--- src/rtl/ifu_fetch.sv ---
// ifu_fetch: instruction fetch unit.
// Issues one request at a time to instruction memory, feeds the IF/ID
// register, and absorbs one instruction in a skid slot when decode stalls.
// Redirects (flush) may arrive in any state. A request that is still in
// flight at the time of a redirect is drained, and its data is thrown away.
module ifu_fetch #(
  parameter logic [31:0] RESET_PC = 32'h0000_3000
) (
  input  logic        clk,
  input  logic        rst_n,
  input  logic [31:0] npc,
  input  logic        flush,
  input  logic [31:0] flush_pc,
  output logic        imem_req,
  output logic [31:0] imem_addr,
  input  logic        imem_ack,
  input  logic [31:0] imem_rdata,
  output logic [31:0] pc,
  output logic        ifid_valid,
  output logic [31:0] ifid_instr,
  output logic [31:0] ifid_pc,
  input  logic        ifid_ready
);

  localparam logic [1:0] ST_IDLE  = 2'd0;
  localparam logic [1:0] ST_FETCH = 2'd1;
  localparam logic [1:0] ST_HOLD  = 2'd2;
  localparam logic [1:0] ST_DRAIN = 2'd3;

  logic [1:0]  state_q, state_d;
  logic [31:0] pc_q, pc_d;
  logic [31:0] req_addr_q, req_addr_d;
  logic        ifid_valid_q, ifid_valid_d;
  logic [31:0] ifid_instr_q, ifid_instr_d;
  logic [31:0] ifid_pc_q, ifid_pc_d;
  logic        skid_valid_q, skid_valid_d;
  logic [31:0] skid_instr_q, skid_instr_d;
  logic [31:0] skid_pc_q, skid_pc_d;

  // Word-aligned versions of the incoming addresses; the low two bits are ignored.
  logic [31:0] npc_al;
  logic [31:0] flush_al;
  logic        ifid_free;

  assign npc_al    = {npc[31:2], 2'b00};
  assign flush_al  = {flush_pc[31:2], 2'b00};
  assign ifid_free = !ifid_valid_q || ifid_ready;

  // The request comes from the state alone, so it is never combinationally tied to imem_ack.
  assign imem_req   = (state_q == ST_FETCH) || (state_q == ST_DRAIN);
  assign imem_addr  = req_addr_q;
  assign pc         = pc_q;
  assign ifid_valid = ifid_valid_q;
  assign ifid_instr = ifid_instr_q;
  assign ifid_pc    = ifid_pc_q;

  // Next-state logic: FSM, PC/request address, IF/ID register and skid slot.
  always_comb begin
    state_d      = state_q;
    pc_d         = pc_q;
    req_addr_d   = req_addr_q;
    // When decode consumes the IF/ID entry and nothing new is loaded, the entry empties.
    ifid_valid_d = ifid_valid_q && !ifid_ready;
    ifid_instr_d = ifid_instr_q;
    ifid_pc_d    = ifid_pc_q;
    skid_valid_d = skid_valid_q;
    skid_instr_d = skid_instr_q;
    skid_pc_d    = skid_pc_q;

    case (state_q)
      ST_IDLE: begin
        state_d    = ST_FETCH;
        req_addr_d = pc_q;
        if (flush) begin
          pc_d         = flush_al;
          req_addr_d   = flush_al;
          ifid_valid_d = 1'b0;
          skid_valid_d = 1'b0;
        end
      end

      ST_FETCH: begin
        if (flush) begin
          pc_d         = flush_al;
          ifid_valid_d = 1'b0;
          skid_valid_d = 1'b0;
          if (imem_ack) begin
            // The returned word belongs to the old path, so drop it and restart right away.
            req_addr_d = flush_al;
          end else begin
            // The memory still owes a response to the old address. Wait for it without changing the address.
            state_d = ST_DRAIN;
          end
        end else if (imem_ack) begin
          pc_d = npc_al;
          if (ifid_free) begin
            ifid_valid_d = 1'b1;
            ifid_instr_d = imem_rdata;
            ifid_pc_d    = req_addr_q;
            req_addr_d   = npc_al;
          end else begin
            skid_valid_d = 1'b1;
            skid_instr_d = imem_rdata;
            skid_pc_d    = req_addr_q;
            state_d      = ST_HOLD;
          end
        end
      end

      ST_HOLD: begin
        if (flush) begin
          pc_d         = flush_al;
          req_addr_d   = flush_al;
          ifid_valid_d = 1'b0;
          skid_valid_d = 1'b0;
          state_d      = ST_FETCH;
        end else if (ifid_ready && skid_valid_q) begin
          ifid_valid_d = 1'b1;
          ifid_instr_d = skid_instr_q;
          ifid_pc_d    = skid_pc_q;
          skid_valid_d = 1'b0;
          req_addr_d   = pc_q;
          state_d      = ST_FETCH;
        end
      end

      ST_DRAIN: begin
        if (flush) begin
          pc_d         = flush_al;
          ifid_valid_d = 1'b0;
          skid_valid_d = 1'b0;
        end
        if (imem_ack) begin
          // Drop the stale word and restart at the most recent redirect target.
          req_addr_d = pc_d;
          state_d    = ST_FETCH;
        end
      end

      default: begin
        state_d = ST_IDLE;
      end
    endcase
  end

  // State registers; reset abandons any in-flight request without draining it.
  always_ff @(posedge clk or negedge rst_n) begin
    if (!rst_n) begin
      state_q      <= ST_IDLE;
      pc_q         <= RESET_PC;
      req_addr_q   <= RESET_PC;
      ifid_valid_q <= 1'b0;
      ifid_instr_q <= 32'd0;
      ifid_pc_q    <= 32'd0;
      skid_valid_q <= 1'b0;
      skid_instr_q <= 32'd0;
      skid_pc_q    <= 32'd0;
    end else begin
      state_q      <= state_d;
      pc_q         <= pc_d;
      req_addr_q   <= req_addr_d;
      ifid_valid_q <= ifid_valid_d;
      ifid_instr_q <= ifid_instr_d;
      ifid_pc_q    <= ifid_pc_d;
      skid_valid_q <= skid_valid_d;
      skid_instr_q <= skid_instr_d;
      skid_pc_q    <= skid_pc_d;
    end
  end

endmodule

--- config.mk ---
export PLATFORM = sky130hd
export DESIGN_NAME = ifu_fetch
export DESIGN_NICKNAME = d
export VERILOG_FILES = /design/src/rtl/ifu_fetch.sv
export SDC_FILE = /design/constraint.sdc
export NUM_CORES = 1
export LEC_CHECK = 0
export ABC_AREA = 1
export CAP_MARGIN = 20
export CORE_ASPECT_RATIO = 1.25
export CORE_UTILIZATION = 45
export CTS_CLUSTER_DIAMETER = 30
export DETAILED_ROUTE_END_ITERATION = 10
export PLACE_DENSITY = 0.86
export SETUP_SLACK_MARGIN = 0.4
export SYNTH_ARGS = -nofsm -noshare
export SYNTH_HDL_FRONTEND = slang
export SYNTH_SLANG_ARGS = --single-unit
--- constraint.sdc ---
create_clock -name clk -period 1.5 [get_ports clk]
set_input_delay 0.3 -clock clk [delete_from_list [all_inputs] [get_ports clk]]
set_output_delay 0.3 -clock clk [all_outputs]
set_load 0.1 [all_outputs]
# ---- After elaboration in Yosys (flattened, before gate mapping)
# Index checks and enable logic that the tools add are counted.
dict set report classes {
  eq_ne 15
  mux 46
  bitwise_logic 2
  reduce_logical 15
}
# operator n
set ops {}
lappend ops {{32-bit 2-to-1 mux} 20}
lappend ops {{32-bit case mux with 2 select lines} 3}
lappend ops {{32-bit case mux with 4 select lines} 1}
lappend ops {{3-bit != test, second input constant} 5}
lappend ops {{2-bit 2-to-1 mux} 7}
lappend ops {{1-bit 2-to-1 mux} 12}
lappend ops {{2-bit != test, second input constant} 6}
lappend ops {{4-bit AND reduction} 3}
lappend ops {{2-bit case mux with 4 select lines} 1}
lappend ops {{1-bit case mux with 3 select lines} 2}
lappend ops {{6-bit AND reduction} 1}
lappend ops {{5-bit AND reduction} 1}
lappend ops {{2-bit equality test, second input constant} 2}
lappend ops {{3-bit OR reduction} 1}
lappend ops {{2-bit by 1-bit equality test with 1-bit output, second input constant} 1}
lappend ops {{1-bit logical AND} 2}
lappend ops {{1-bit zero test} 2}
lappend ops {{2-bit zero test} 1}
lappend ops {{1-bit logical OR} 2}
lappend ops {{2-bit by 1-bit != test with 1-bit output, second input constant} 1}
lappend ops {{1-bit NOT} 2}
lappend ops {{2-bit nonzero test} 1}
lappend ops {{2-bit OR reduction} 1}
dict set report totals {
  regBits 196
  input_bits 101
  output_inout_bits 130
}

# ---- Logic depth before layout (Yosys ltp)
dict set report logic_depth {
  depth_word 6
  depth_mapped 10
  mapped_depth_nobuf 10
}

# ---- Worst setup path after synthesis
# OpenSTA, ideal clock, no wires.
dict set report synth_timing {
  path_type {flip-flop to flip-flop}
  start {register ifid_valid_q, in the netlist ifid_valid}
  end {register ifid_instr_q[0], in the netlist ifid_instr[0]}
  setup_ns 0.120
  t_arrival_ns 1.745
  required_ns 1.380
  slack_ns -0.365
  stages_incl_launch_ff 8
  period_less_slack_ns 1.865
  cell_sequence {dfrtp_1 > nand2_1 > inv_1 > nand2_1 > buf_2 > buf_2 > nand4_1 > nand2_1}
}
dict set report synth_via {
  elab_chain_len 4
}
# element line
set synth_rtl {}
lappend synth_rtl {{start, declared} 33} ;# logic ifid_valid_q, ifid_valid_d;
lappend synth_rtl {{start signal, assigned} 162} ;# ifid_valid_q <= ifid_valid_d;
lappend synth_rtl {{1-bit zero test} 47} ;# assign ifid_free = !ifid_valid_q || ifid_ready;
lappend synth_rtl {{1-bit logical OR} 47}
lappend synth_rtl {{2-bit != test (no source line)} -}
lappend synth_rtl {{6-bit AND reduction (no source line)} -}
lappend synth_rtl {{end signal, assigned} 163} ;# ifid_instr_q <= ifid_instr_d;
lappend synth_rtl {{end, declared} 34} ;# logic [31:0] ifid_instr_q, ifid_instr_d;
# Every way passes these cells.
# A chain may end at the register's enable or synchronous reset.

# ---- Worst setup path after layout
dict set report layout_timing {
  start {register state_q[0]}
  end {register ifid_pc_q[24], in the netlist ifid_pc[24]}
}
dict set report layout_via {
  elab_chain_len 3
  word_cells_on_any_way 10
}
# element line
set layout_rtl {}
lappend layout_rtl {{start, declared} 30} ;# logic [1:0] state_q, state_d;
lappend layout_rtl {{start signal, assigned} 159} ;# state_q <= state_d;
lappend layout_rtl {{2-bit equality test or 2-bit by 1-bit equality test with 1-bit output (tied branches)} 70} ;# case (state_q)
lappend layout_rtl {{2-bit != test (no source line) or 2-bit nonzero test (tied branches)} -}
lappend layout_rtl {{6-bit AND reduction (no source line)} -}
lappend layout_rtl {{end signal, assigned} 164} ;# ifid_pc_q <= ifid_pc_d;
lappend layout_rtl {{end, declared} 35} ;# logic [31:0] ifid_pc_q, ifid_pc_d;
# Parallel ways exist; a longest one is shown, timed or not.

==> metrics.cfg <==
[status]
status=finished with violations
failed_checks=setup timing

[layout]
most-common-layout-cells=375 x nand2_1, 162 x dfrtp_1, 161 x buf_12
area_growth_pct=82.2
drive_above_1_share_pct=37.3
fin_area_um2=16700
nets=1576
final_util_pct=83.6
fillers=891
antenna_cells=0
final_cells=1754
final_common_cell=nand2_1

[route]
ant_nets=0
drt_iter0_drc=1436
drt-pass1-iter-count=8
via_per_inst=6.46
drc=0
wire_per_inst_um=27.2
vias=11300
drt_wl_total_mm=47.7

[timing]
post-route-min-period_ns=2.21
max-slew-margin-rel_pct=67.6
finalSetupViolCount=199
skew_ns=0.0157
tightest_slew_ns=0.486
drv_slew=0
fmax_ghz=0.453
layout_setup_ws_ns=-0.708
rsz0062_at_grt=true
hold_viol=0
min_period_over_period_pct=147

[logic_synthesis]
postSynthAreaPerCell_um2=7.95
synth_nets=1261
yosys_warnings=0
synth-seq-cells=196
synth_cell_types=24
ys_seq_area_share_pct=53.5
syn_area_um2=9190
syn_inst=1156

[global_route]
grt_pass1_vias=10800
antenna_found_initial=2
grt_max_degree=52
gr-total-overflow=0
grtUsageTotal_pct=38.6
grt_pass1_wl_mm=60.7

[worst_setup_path]
required_ns=1.76
r2r_slack_ns=-0.71
arrival_ns=2.47
crit_family=buffers and inverters
critPathSlowestCell=dfrtp_2
cp_slowest_stage_delay_ns=0.46
worst-path-buf-inv=4
path_class=register to register
crit_path_end_kind=register
critPathLaunchType=register
worstPathCellList=buf_6 > ha_4 > buf_4 > buf_6 > nand2_8 > nand3_4 > bufbuf_16 > nand2_1 > nand2_1
critPathMaxFanout=17

[floorplan]
io_pins=231
die_w_um=130
floorplan.rows=58
dieHeight_um=162
core_um2=20000
die_area_um2=21000
initial_utilization_pct=45.9

[min_path]
min_path_type=input pin to async pin

[cts]
clkLatencyLatePin_ns=0.45
cts.path.max_buffers=2
tritoncts=yes
htree_levels=4
clkTransAtPathRegs_ns=0.08
cts_sinks=196
root_buffer=clkbuf_16
cts-buffers-inserted=17

[placed_design]
place.port_buffers=226
post_dp_cell_area_um2=13400
dp_hpwl_mm=18.8
place_congestion=0.865
dp_cells=1625

[job]
maxCapViolCount=0

[Yosys cell counts]
master / number / area [um2]
buf_6: 5 / 56.3
nand2_1: 489 / 1840
or2_2: 1 / 6.26
buf_4: 22 / 165
o21ai_1: 42 / 210
o21ai_0: 92 / 460
o21ai_2: 1 / 8.76
nor2_1: 33 / 124
inv_2: 5 / 18.8
clkbuf_1: 11 / 41.3
nand2_2: 1 / 6.26
nand3_2: 3 / 30.0
inv_1: 71 / 267
clkbuf_2: 5 / 25.0
a21oi_1: 61 / 305
dfrtp_1: 192 / 4800
nand3_1: 8 / 40.0
and2_1: 1 / 6.26
buf_2: 39 / 195
nor2_2: 1 / 6.26
ha_1: 4 / 50.1
nand3_4: 1 / 17.5
nand4_1: 64 / 400
dfstp_2: 4 / 105
[layout make-up]
cell class	count	area [um2]	share of cell area, %
multi-input cells	802	4460	26.7
clock inverters	10	120	0.718
clock buffers	22	484	2.89
well taps	270	338	2.02
repair buffers	378	6070	36.3
inverters	76	303	1.81
flip-flops and latches	196	4950	29.6
[final timing paths]
path                                              start                      endpoint  cells past startpoint
hold reg to reg            skid_instr_q[16]$_DFFE_PN0P_  skid_instr_q[16]$_DFFE_PN0P_                      2
setup reg to reg                 state_q[0]$_DFFE_PN0P_       ifid_pc[24]$_DFFE_PN0P_                      9
max in group asynchronous                         rst_n     skid_pc_q[30]$_DFFE_PN0P_                      3
hold / removal                                    rst_n     imem_addr[11]$_DFFE_PN0P_                      2
setup / recovery                 state_q[0]$_DFFE_PN0P_       ifid_pc[24]$_DFFE_PN0P_                      9
min in group clk                         imem_rdata[26]  skid_instr_q[26]$_DFFE_PN0P_                      3
[worst reg2reg max path, stage by stage (launching register included)]
cell and delay (ns):
dfrtp_2 0.46, buf_6 0.14, ha_4 0.16, buf_4 0.18, buf_6 0.16, nand2_8 0.10, nand3_4 0.17, bufbuf_16 0.36
nand2_1 0.08, nand2_1 0.21
[sequential cells by signal (all words and copies together) (netlist names)]
name	count
imem_addr	32
skid_valid_q	1
ifid_pc	32
skid_pc_q	32
ifid_valid	1
skid_instr_q	32
pc	32
ifid_instr	32
state_q	2
[cell families (layout without fill, tap and decap cells)]
group	after synthesis	after routing	share of synthesized area [%]
and+or+nand+nor	602	602	26.9
DFF	196	196	53.5
adders and majority gates	4	4	0.545
AOI/OAI and AO/OA	196	196	10.7
buffers and inverters	158	486	8.36
[layer usage]
metal,vias up,global-route usage (%),part of all wire [%]
li1,4358,-,-
met1,5276,43.0,31
met2,1228,63.9,47
met3,462,8.96,12
met4,4,28.8,11
met5,-,0,0.065
[metrics by stage]
| stage | setup TNS, ns | hold WS, ns | worst slack, ns |
|---|---|---|---|
| after floorplan | -0.00775 | 0.00441 | -0.00775 |
| after global placement | -30.32 | 0.282 | -0.227 |
| after detailed placement | -38.12 | 0.287 | -0.283 |
| after CTS | -52.30 | 0.393 | -0.427 |
| after global routing | -86.90 | 0.388 | -0.735 |
| final | -80.26 | 0.366 | -0.708 |
[what timing repair did]
item | 4_1_cts | 5_1_grt
pin swaps | 87 | 67
endpoints found under the setup margin | 326 | 377
hold buffers | 1 | 0
hold endpoints to repair | 36 | 0
cloned | 37 | 4
setup buffers | 43 | 12
gates resized for setup | 230 | 152
Power is not shown: default switching activity piles up to over one toggle a cycle in this logic, so the estimate is an artifact.
==> variant, RTL diff (same settings) <==
`skid_instr_q` no longer has a reset.
--- a/src/rtl/ifu_fetch.sv
+++ b/src/rtl/ifu_fetch.sv
@@ -153,7 +153,6 @@
       ifid_instr_q <= 32'd0;
       ifid_pc_q    <= 32'd0;
       skid_valid_q <= 1'b0;
-      skid_instr_q <= 32'd0;
       skid_pc_q    <= 32'd0;
     end else begin
       state_q      <= state_d;
@@ -163,10 +162,13 @@
       ifid_instr_q <= ifid_instr_d;
       ifid_pc_q    <= ifid_pc_d;
       skid_valid_q <= skid_valid_d;
-      skid_instr_q <= skid_instr_d;
       skid_pc_q    <= skid_pc_d;
     end
   end
 
+  always_ff @(posedge clk) begin
+    skid_instr_q <= skid_instr_d;
+  end
+
 endmodule
 
Function: same outputs for any inputs over 4 cycles, from zero or initial values and one cycle with rst_n low; that may be too few to reach the edited logic, so the function may still have changed.
==> variant against the original RTL <==
Sequential cell count is the same. Die area decreased by 1.2%. Non-clock buffer count down 87. Largest cell class is now flip-flops and latches. Critical endpoint is now imem_req. Critical path depth shrank 5. The flow still finishes with violations (setup timing). Cell area is 14% lower. Cell count decreased by 8.6%. Area after synthesis down 1.2%. Via count down 25%. Routed wire length fell by 42%. Worst setup slack gained 0.33 ns.
Power is left out: the tool's default activity adds up to more than one toggle a clock period on the data nets, which glitch-free logic cannot reach.
==> variant: results (changes against the original RTL) <==
- Status: finished, violations left
- Violated checks: setup timing
- Count of flip-flops with a built-in enable after synthesis: 32 (+32)
- DPL Wire Length: 18,600 um (-0.90%)
- Total negative slack: -53.32 ns (+26.94 ns)
- Number of filler instances in the final layout: 1,225 (+37%)
- Net Count, Synth: 1,195 (-5.2%)
- Via count: 8,501 (-25%)
- Worst Slack Setup Final: -0.383 ns (+0.325 ns)
- Global-route wire length before repair: 44,900 um (-26%)
- Routed len/inst: 17.2 um (-37%)
- Non-clock inverter instance count of the final layout: 45 (-41%)
- Fraction of standard cell area that is sequential: 36.6% (+7.0 points)
- ClkCell Share: 4.14% (+0.53 points)
- Most area-consuming cells after synthesis: sky130_fd_sc_hd__dfrtp_1 44%, sky130_fd_sc_hd__nand2_1 23%, sky130_fd_sc_hd__edfxtp_1 11%
- Fraction of the mapped netlist area in compound gates: 4.48% (-6.2 points)
- Adder-cell share of the synthesized area: 0.551% (+0.0066 points)
- Worst slew margin: 76.9% (+9.2 points)
- Total length of routed met3 wires: 1620 um (-71%)
- Worst setup slack after placement: -0.340 ns (-0.0561 ns)
- Clock Skew: 0.0150 ns (-0.000653 ns)
- Commonest cells in the synthesized netlist: 554 x sky130_fd_sc_hd__nand2_1, 160 x sky130_fd_sc_hd__dfrtp_1, 66 x sky130_fd_sc_hd__nand4_1
- Number of failing setup endpoints in the final timing report: 199 (unchanged)
- Detailed-router iteration count before antenna repair: 5 (-3)
- Detailed Route Iter0 Violations: 599 (-58%)
- Top routing layer used: met4
- Non-clock buffer contribution to total cell area: 31.1% (-5.2 points)
[variant: metal layers]
metal | track usage (%) | vias to the layer above
li1 | - | 3966
met1 | 32.8 | 4044
met2 | 47.7 | 394
met3 | 5.06 | 97
met4 | 15.9 | 0
met5 | 0 | -
[variant: worst max-delay path: cells and delay by family, from the launching register on]
family                   cells  cell delay (ns)
buffers and inverters        2             0.31
AND/OR/NAND/NOR              1             0.26
adder cells (fa/ha/maj)      1             0.16
flip-flops                   1             0.43
[variant: worst paths after layout]
path,from,endpoint,depth (start not counted)
hold / removal,rst_n,imem_addr[11],2
hold reg to reg,skid_pc_q[2],skid_pc_q[2],2
min in group clk,flush,state_q[0],5
max in group asynchronous,rst_n,ifid_instr[12],3
setup / recovery,state_q[0],imem_req,4
setup reg to reg,state_q[1],imem_addr[18],11
[variant: timing repair]
action	CTS	global route
buffers inserted	7	2
pin swaps	5	2
hold buffers	1	0
gates resized for setup	30	2
setup endpoints to repair	326	326
endpoints found under the hold margin	160	0
cloned	4	0
